==> config.mk <==
export PLATFORM = sky130hd
export DESIGN_NAME = ov5640_cfg_seq
export DESIGN_NICKNAME = d
export VERILOG_FILES = /design/src/rtl/ov5640_cfg_seq_pkg.sv /design/src/rtl/ov5640_cfg_seq.sv
export SDC_FILE = /design/constraint.sdc
export NUM_CORES = 1
export LEC_CHECK = 0
export ABC_CLOCK_PERIOD_IN_PS = 3300
export BUFFER_PORTS_ARGS = -buffer_cell sky130_fd_sc_hd__buf_2
export CAP_MARGIN = 20
export CELL_PAD_IN_SITES_DETAIL_PLACEMENT = 2
export CELL_PAD_IN_SITES_GLOBAL_PLACEMENT = 2
export CORE_ASPECT_RATIO = 1.1
export CORE_MARGIN = 5
export CORE_UTILIZATION = 38
export DETAILED_ROUTE_END_ITERATION = 8
export PLACE_DENSITY_LB_ADDON = 0.08
export SYNTH_ARGS = -nofsm -noshare
export SYNTH_HDL_FRONTEND = slang
export SYNTH_SLANG_ARGS = --single-unit
==> constraint.sdc <==
create_clock -name clk -period 3.3 [get_ports clk]
set_clock_uncertainty 0.15 [all_clocks]
set_input_delay 0.495 -clock clk [delete_from_list [all_inputs] [get_ports clk]]
set_output_delay 0.495 -clock clk [all_outputs]
set_load 0.03 [all_outputs]
==> src/rtl/ov5640_cfg_seq_pkg.sv <==
`default_nettype none
// ============================================================================
// Module  : ov5640_cfg_seq_pkg
// Brief   : Shared camera parameters: SCCB command encodings, table entry layout
// Revision: 1.0 - initial release
// ============================================================================
package ov5640_cfg_seq_pkg;

    localparam logic [3:0]  CMD_START    = 4'b0001;
    localparam logic [3:0]  CMD_WRITE    = 4'b0010;
    localparam logic [3:0]  CMD_READ     = 4'b0100;
    localparam logic [3:0]  CMD_STOP     = 4'b1000;

    localparam logic [15:0] DLY_MARK     = 16'hFFFF;
    localparam logic [15:0] SOFT_RST_REG = 16'h3008;

    typedef struct packed {
        logic [15:0] addr;
        logic [7:0]  val;
    } cfg_entry_t;

    typedef enum logic [3:0] {
        PWR_WAIT = 4'd0,
        FETCH    = 4'd1,
        PUSH     = 4'd2,
        REQ      = 4'd3,
        WAIT_HI  = 4'd4,
        WAIT_LO  = 4'd5,
        CHECK    = 4'd6,
        DELAY    = 4'd7,
        DONE     = 4'd8,
        ERR      = 4'd9
    } cfg_state_t;

    // Returns {cmd, byte} for push slot idx of a write (rd=0) or readback (rd=1) transaction.
    function automatic logic [11:0] push_item(input logic rd, input logic [2:0] idx,
                                              input cfg_entry_t e, input logic [7:0] dev);
        logic [11:0] item;
        case (idx)
            3'd0:    item = {CMD_START | CMD_WRITE, dev};
            3'd1:    item = {CMD_WRITE, e.addr[15:8]};
            3'd2:    item = {CMD_WRITE, e.addr[7:0]};
            3'd3:    item = rd ? {CMD_START | CMD_WRITE, dev | 8'h01}
                               : {CMD_STOP | CMD_WRITE, e.val};
            default: item = {CMD_STOP | CMD_READ, 8'h00};
        endcase
        return item;
    endfunction

endpackage
`default_nettype wire

==> src/rtl/ov5640_cfg_seq.sv <==
`default_nettype none
// ============================================================================
// Module  : ov5640_cfg_seq
// Brief   : Walks the OV5640 register table and drives the SCCB engine; optional
//           readback verify enabled by `define OV5640_CFG_READBACK_EN
// Revision: 1.0 - initial release
// ============================================================================
module ov5640_cfg_seq
    import ov5640_cfg_seq_pkg::*;
#(
    parameter logic [7:0] DEV_ADDR = 8'h78,
    parameter int         REG_NUM  = 252,
    parameter int         PWR_DLY  = 1_000_000,
    parameter int         SW_DLY   = 250_000,
    parameter int         TMO      = 2**20
) (
    input  logic        clk,
    input  logic        rst_n,
    output logic [7:0]  tbl_addr,
    input  logic [23:0] tbl_data,
    output logic        req,
    output logic [3:0]  cmd,
    output logic        cmd_vld,
    output logic [7:0]  wr_din,
    output logic        wr_din_vld,
    input  logic        slave_busy,
    input  logic        fail,
    input  logic [7:0]  rd_dout,
    input  logic        rd_dout_vld,
    output logic        cfg_done,
    output logic        cfg_err
);

    localparam logic [31:0] PWR_LAST = 32'(PWR_DLY - 1);
    localparam logic [31:0] SW_LAST  = 32'(SW_DLY - 1);
    localparam logic [31:0] TMO_LAST = 32'(TMO - 1);
    localparam logic [7:0]  LAST_IDX = 8'(REG_NUM - 1);

    cfg_state_t  state;
    cfg_entry_t  entry;
    logic [31:0] dly_cnt;
    logic [31:0] tmo_cnt;
    logic [2:0]  push_idx;
    logic [2:0]  push_last;
    logic        rd_phase;

`ifdef OV5640_CFG_READBACK_EN
    logic [7:0]  rd_q;
    logic        rd_got;
`else
    logic        unused_rd;
    assign rd_phase  = 1'b0;
    assign unused_rd = ^{rd_dout, rd_dout_vld};
`endif

    assign push_last = rd_phase ? 3'd4 : 3'd3;

    always_ff @(posedge clk or negedge rst_n) begin
        if (!rst_n) begin
            state      <= PWR_WAIT;
            entry      <= '0;
            dly_cnt    <= '0;
            tmo_cnt    <= '0;
            push_idx   <= '0;
            tbl_addr   <= '0;
            req        <= 1'b0;
            cmd        <= '0;
            cmd_vld    <= 1'b0;
            wr_din     <= '0;
            wr_din_vld <= 1'b0;
            cfg_done   <= 1'b0;
            cfg_err    <= 1'b0;
`ifdef OV5640_CFG_READBACK_EN
            rd_phase   <= 1'b0;
            rd_q       <= '0;
            rd_got     <= 1'b0;
`endif
        end else begin
`ifdef OV5640_CFG_READBACK_EN
            if (rd_dout_vld) begin
                rd_q   <= rd_dout;
                rd_got <= 1'b1;
            end
`endif
            case (state)
                PWR_WAIT: begin
                    if (dly_cnt == PWR_LAST) begin
                        dly_cnt <= '0;
                        state   <= FETCH;
                    end else begin
                        dly_cnt <= dly_cnt + 32'd1;
                    end
                end
                FETCH: begin
                    // Holding here keeps any push from overlapping a busy engine.
                    if (!slave_busy) begin
                        entry <= tbl_data;
                        if (tbl_data[23:8] == DLY_MARK) begin
                            dly_cnt <= '0;
                            state   <= DELAY;
                        end else begin
                            {cmd, wr_din} <= push_item(1'b0, 3'd0, tbl_data, DEV_ADDR);
                            cmd_vld       <= 1'b1;
                            wr_din_vld    <= 1'b1;
                            push_idx      <= 3'd1;
                            state         <= PUSH;
                        end
                    end
                end
                PUSH: begin
                    if (push_idx > push_last) begin
                        cmd_vld    <= 1'b0;
                        wr_din_vld <= 1'b0;
                        req        <= 1'b1;
                        tmo_cnt    <= '0;
                        state      <= REQ;
                    end else begin
                        {cmd, wr_din} <= push_item(rd_phase, push_idx, entry, DEV_ADDR);
                        push_idx      <= push_idx + 3'd1;
                    end
                end
                REQ, WAIT_HI, WAIT_LO: begin
                    if (tmo_cnt == TMO_LAST) begin
                        req     <= 1'b0;
                        cfg_err <= 1'b1;
                        state   <= ERR;
                    end else begin
                        tmo_cnt <= tmo_cnt + 32'd1;
                        if (state == REQ) begin
                            if (slave_busy) begin
                                req   <= 1'b0;
                                state <= WAIT_HI;
                            end
                        end else if (state == WAIT_HI) begin
                            state <= WAIT_LO;
                        end else if (!slave_busy) begin
                            state <= CHECK;
                        end
                    end
                end
                CHECK: begin
                    if (fail) begin
                        cfg_err <= 1'b1;
                        state   <= ERR;
`ifdef OV5640_CFG_READBACK_EN
                    end else if (rd_phase && (!rd_got || rd_q != entry.val)) begin
                        cfg_err <= 1'b1;
                        state   <= ERR;
                    end else if (!rd_phase && entry.addr != SOFT_RST_REG) begin
                        // Soft reset self-clears, so only other registers are read back.
                        rd_phase      <= 1'b1;
                        rd_got        <= 1'b0;
                        {cmd, wr_din} <= push_item(1'b1, 3'd0, entry, DEV_ADDR);
                        cmd_vld       <= 1'b1;
                        wr_din_vld    <= 1'b1;
                        push_idx      <= 3'd1;
                        state         <= PUSH;
`endif
                    end else begin
`ifdef OV5640_CFG_READBACK_EN
                        rd_phase <= 1'b0;
`endif
                        if (tbl_addr == LAST_IDX) begin
                            cfg_done <= 1'b1;
                            state    <= DONE;
                        end else begin
                            tbl_addr <= tbl_addr + 8'd1;
                            state    <= FETCH;
                        end
                    end
                end
                DELAY: begin
                    if (dly_cnt == SW_LAST) begin
                        dly_cnt <= '0;
                        if (tbl_addr == LAST_IDX) begin
                            cfg_done <= 1'b1;
                            state    <= DONE;
                        end else begin
                            tbl_addr <= tbl_addr + 8'd1;
                            state    <= FETCH;
                        end
                    end else begin
                        dly_cnt <= dly_cnt + 32'd1;
                    end
                end
                DONE: state <= DONE;
                ERR:  state <= ERR;
                default: begin
                    cfg_err <= 1'b1;
                    state   <= ERR;
                end
            endcase
        end
    end

endmodule
`default_nettype wire

-- After elaboration in Yosys (flattened, before gate mapping)
Index checks and enable logic that the tools add are counted.
- bits in registers: 119
- input bits: 37
- output and inout bits: 25
- word-level logic and storage cells: 123
- $add $sub $neg: 4
- order comparisons: 1
- eq/ne operators: 32
- mux-type cells: 54
- bitwise gates (word level): 2
- reduce and logical (&&, ||, !) cells: 17
- operator list (cell ; number):
    $mux 32 ; 6
    $pmux 32 s3 ; 1
    $add 32x1->32 const B ; 2
    $eq 32x20->1 const B ; 2
    $pmux 32 s2 ; 1
    $mux 4 ; 14
    $mux 8 ; 6
    $pmux 12 s4 ; 1
    $eq 32x18->1 const B ; 1
    $pmux 8 s2 ; 2
    $pmux 4 s7 ; 1
    $ne 2x2->1 const B ; 11
    $eq 16x16->1 const B ; 1
    $eq 4x3->1 const B ; 4
    $mux 1 ; 12
    $mux 3 ; 4
    $reduce_and 3->1 ; 4
    $reduce_and 4->1 ; 3
    $add 8x1->8 const B ; 1
    $eq 4x2->1 const B ; 2
    $eq 4x4->1 const B ; 2
    $eq 8x8->1 const B ; 1
    $pmux 4 s2 ; 1
    $eq 3x2->1 const B ; 2
    19 further kinds ; 25

-- Depth between registers and ports, before layout
- word-level depth: 5
- gate-level depth with buffers: 9
- gate-level depth less buffers: 7

-- Worst setup path after synthesis
No wires, ideal clock.
- path type: register to register
- start: register dly_cnt[27]
- end: register tbl_addr[1]
- library setup time: 128 ps
- arrival time: 2238 ps
- required time: 3022 ps
- path slack: 784 ps
- stages on the path, launching flop included: 7
- buffers on the path: 1
- period minus slack after synthesis: 2516 ps
- cells stage by stage: dfrtp_1 or4_4 nand3b_4 o41a_1 or3_1 buf_6 mux2_1
- cells in the longest elaborated chain, start to end: 3
- RTL lines (what ; RTL line ; RTL):
    from (decl) ; ov5640_cfg_seq.sv:41 ; logic [31:0] dly_cnt;
    from (signal assigned) ; ov5640_cfg_seq.sv:91 ; dly_cnt <= dly_cnt + 32'd1;
    from (signal assigned) ; ov5640_cfg_seq.sv:183 ; dly_cnt <= dly_cnt + 32'd1;
    $eq 32x18->1 ; ov5640_cfg_seq.sv:173 ; if (dly_cnt == SW_LAST) begin
    $ne 2x2->1 (no source line) ; n/a ;
    $reduce_and 3->1 (no source line) ; n/a ;
    to (signal assigned) ; ov5640_cfg_seq.sv:167 ; tbl_addr <= tbl_addr + 8'd1;
    to (signal assigned) ; ov5640_cfg_seq.sv:179 ; tbl_addr <= tbl_addr + 8'd1;
    to (decl) ; ov5640_cfg_seq.sv:19 ; output logic [7:0] tbl_addr,
Every way passes these cells.
A chain may end at the register's enable or synchronous reset.

-- Worst setup path in the final report
- start: register dly_cnt[18]
- end: register tbl_addr[7]
Same word-level chain as after synthesis.

==> qor.csv <==
stage,metric,value,unit
pwr,p_sw,0.0007614,W
logic_synthesis,synth-xor-area-share,6.983,%
cts,htreeDepth,4,
worst_hold_path,holdPathStages,2,
logic_synthesis,synth_top_family_by_area,simple AND/OR/NAND/NOR gates,
critical_path,worstPathMaxFanout,8,
sta,hold_viol_final,0,
detailed_routing,first_pass_iters,5,
cts,cts_resized,0,
pwr,leakagePower,3.082,nW
critical_path,startpoint_type,register,
cts,cts.clk_slew.worst_paths,0.06,ns
logic_synthesis,synth_compound_area_share,10.53,%
cts,clock_latency,0.43,ns
logic_synthesis,ys_ff_latch,119,
logic_synthesis,synth_seq_area_share,48.45,%
critical_path,crit_required,3.49,ns
cts,cts_sinks,119,
detailed_routing,wire_per_inst,20.03,um
place,io_buffers,52,
logic_synthesis,netlist_top_cells_area,"dfrtp_1 (48%), xnor2_1 (5.6%), mux2_2 (4.8%)",
sta,setup_viol,0,
floorplan,rows,48,
detailed_routing,drt-vias-per-instance,5.615,
worst_hold_path,hold_start,tbl_data[0],
finish,insertedDiodeCount,0,
place,dp_hpwl,12560,um
global_routing,grt_max_degree,61,
critical_path,critPathSlowestCell,nor4bb_1,
critical_path,end_kind,register,
finish,seq_area,2978,um^2
sta,slew_headroom,29.93,%
detailed_routing,via_count,5104,
finish,nets,741,
cts,cts_buffers,17,
logic_synthesis,synth_fa_ha_area_share,1.629,%
global_routing,grt-ovfl-total,0,
finish,instances_no_fill,909,
logic_synthesis,ys_types,61,
critical_path,reg2reg_slack,0.45,ns
sta,slew_violations,0,
pwr,vdd_drop_max,0.0002973,V
detailed_routing,drc,0,
pwr,power_frac_seq,42.0,%
cts,cts_max_path_buffers,2,
logic_synthesis,yosysTopAreaCellShare,48.45,%
critical_path,worstReg2RegStart,dly_cnt[18],
floorplan,die_w,131.3,um
cts,clockRootBuffer,clkbuf_16,
finish,layout-drive-gt1-share,19.61,%
pwr,combPwrFrac,2.6,%
critical_path,arrival,3.04,ns
global_routing,grt_usage,19.96,%
logic_synthesis,synth.net_count,680,
job,cap_violations,0,
worst_hold_path,hold_end,entry[0],
logic_synthesis,async_reset_ff_share,100.0,%
sta,rsz0062_at_grt,false,
floorplan,top_level_ports,62,
place,place_congestion,0.7678,
critical_path,slowest_delay,0.56,ns
global_routing,antenna_found_initial,0,
cts,cts_tree,done,
sta,period_share,86.48,%
sta,fin_setup_tns,0,ns
floorplan,start_util,38.91,%
pwr,swShare,21.45,%
critical_path,path_cells,nor4bb_1 > nand4_1 > o41a_1 > or3_1 > nor3_2 > xor2_1,
floorplan,die_y,143.4,um
pwr,power,0.003550,W
detailed_routing,routed_wl,18210,um
pwr,power_frac_clock,55.4,%
logic_synthesis,ys.warnings.count,0,
logic_synthesis,synth.most_common_cell,dfrtp_1,
logic_synthesis,synth_cells,635,
critical_path,worst-path-buf-inv,0,
critical_path,crit_type,register to register,
detailed_routing,drtAntennaViolNets,0,
logic_synthesis,yosys.area_share.simple,23.92,%
floorplan,die-area,18820,um^2
sta,tightest_slew,1.051,ns
pwr,intPower,0.002789,W
place,place_ws,0.4287,ns
global_routing,grt_pass1_wl,30460,um
logic_synthesis,yosysTopAreaCell,dfrtp_1,
detailed_routing,first_iter_violations,188,
outcome,status,finished clean,
logic_synthesis,ys_top_cells_by_count,"dfrtp_1 (119), nor2_1 (74), nand2_1 (61)",
logic_synthesis,synth.area.mux_share,5.436,%
finish,multi_input_area,2992,um^2
finish,area_growth,19.01,%
critical_path,reg2reg_to,tbl_addr[7],
pwr,power.density,485.4,nW/um^2
sta,min_period,2.854,ns
global_routing,grt_pass1_vias,5810,
cts,cts_post_setup_buffers_inserted,0,
place,dp.cells,876,
critical_path,critical_path.top_delay_family,simple AND/OR/NAND/NOR gates,
sta,fmax,350.4,MHz
critical_path,ff2ff_path_depth,6,
sta,worst_slack,0.4462,ns
logic_synthesis,synth_area_per_cell,9.679,um^2
worst_hold_path,min_path_type,input pin to register,
logic_synthesis,synth_edf_count,0,
logic_synthesis,synthFlopType,dfrtp_1,
floorplan,core-area,15800,um^2
finish,num-fill-cells,1682,
finish,final_util,46.31,%
logic_synthesis,syn_area,6146,um^2
-- cell families after synthesis --
family | Yosys count
buffers and inverters | 46
xor gates and xnor gates | 49
muxes | 30
DFF | 119
and+or+nand+nor | 287
AOI/OAI and AO/OA | 96
adders and majority gates | 8
-- cell type report --
cell class / count / share of cell area (%)
multi-input combinational: 470 / 40.90
sequential: 119 / 40.71
clock buffer: 19 / 6.055
timing repair buffer: 68 / 5.440
tap: 200 / 3.421
clock inverter: 13 / 2.446
inverter: 20 / 1.026
-- worst register-to-register path, delay by kind of cell (launching register included) --
kind                      cells  cell delay, ns
xor gates and xnor gates      1            0.18
and+or+nand+nor               4            1.59
AOI/OAI and AO/OA             1            0.38
DFF                           1            0.46
-- metrics by stage --
step                area [um^2]  hold slack, ns
floorplan                  6146         0.04941
global placement           6683          0.3005
detailed placement         6683          0.3142
CTS                        7315          0.1246
global route               7315          0.1340
finish                     7315          0.1451
-- worst max path at each step --
stage,from,end,slack [ns],depth (start not counted)
6_report,dly_cnt[18],tbl_addr[7],0.45,6
2_1_floorplan,dly_cnt[27],tbl_addr[1],0.78,6
5_1_grt,state[2],dly_cnt[5],0.21,7
3_3_place_gp,state[2],dly_cnt[7],0.55,7
4_1_cts,state[2],dly_cnt[3],0.41,7
3_5_place_dp,state[2],dly_cnt[5],0.43,7
-- state kept, by name, summed over array words and instances (netlist names) --
register / cells
state: 4
tbl_addr: 8
entry: 24
req: 1
cfg_err: 1
push_idx: 3
cfg_done: 1
cmd: 4
wr_din: 8
tmo_cnt: 32
dly_cnt: 32
wr_din_vld: 1
-- routing by layer --
| metal | global-route usage [%] | routed length, um | vias to the layer above |
|---|---|---|---|
| met5 | 0 | 0 | - |
| met4 | 6.172 | 231 | 0 |
| met3 | 3.922 | 390 | 16 |
| met2 | 36.82 | 9817 | 49 |
| met1 | 23.55 | 7771 | 2627 |
| li1 | - | - | 2412 |
-- placed cells by master, fill, tap and decap left out, drive strengths merged, types with 6 or more instances in the layout --
| cell | n |
|---|---|
| clkbuf | 19 |
| a31oi | 6 |
| or3 | 9 |
| nand2 | 61 |
| o21ai | 20 |
| and3 | 7 |
| nor4 | 28 |
| inv | 20 |
| a21oi | 22 |
| nor3 | 20 |
| dfrtp | 119 |
| xnor2 | 39 |
| nor2 | 74 |
| mux2 | 27 |
| nand3 | 37 |
| a222oi | 8 |
| ha | 8 |
| a21o | 11 |
| xor2 | 10 |
| nand4 | 24 |
| buf | 67 |
-- what timing repair did --
action / 4_1_cts / 5_1_grt
hold buffers: 1 / 0
hold endpoints to repair: 33 / 0
setup endpoints to repair: 0 / 0
-- power groups by stage --
stage | logic (W) | clock network (W) | registers (W)
CTS | 0.0000956 | 0.00201 | 0.00149
floorplan | 0.0000217 | 0 | 0.00152
global route | 0.000103 | 0.00208 | 0.00149
global placement | 0.0000903 | 0 | 0.00152
detailed placement | 0.0000943 | 0 | 0.00152
finish | 0.0000919 | 0.00197 | 0.00149
No activity file was read; power rests on OpenSTA's default activity.
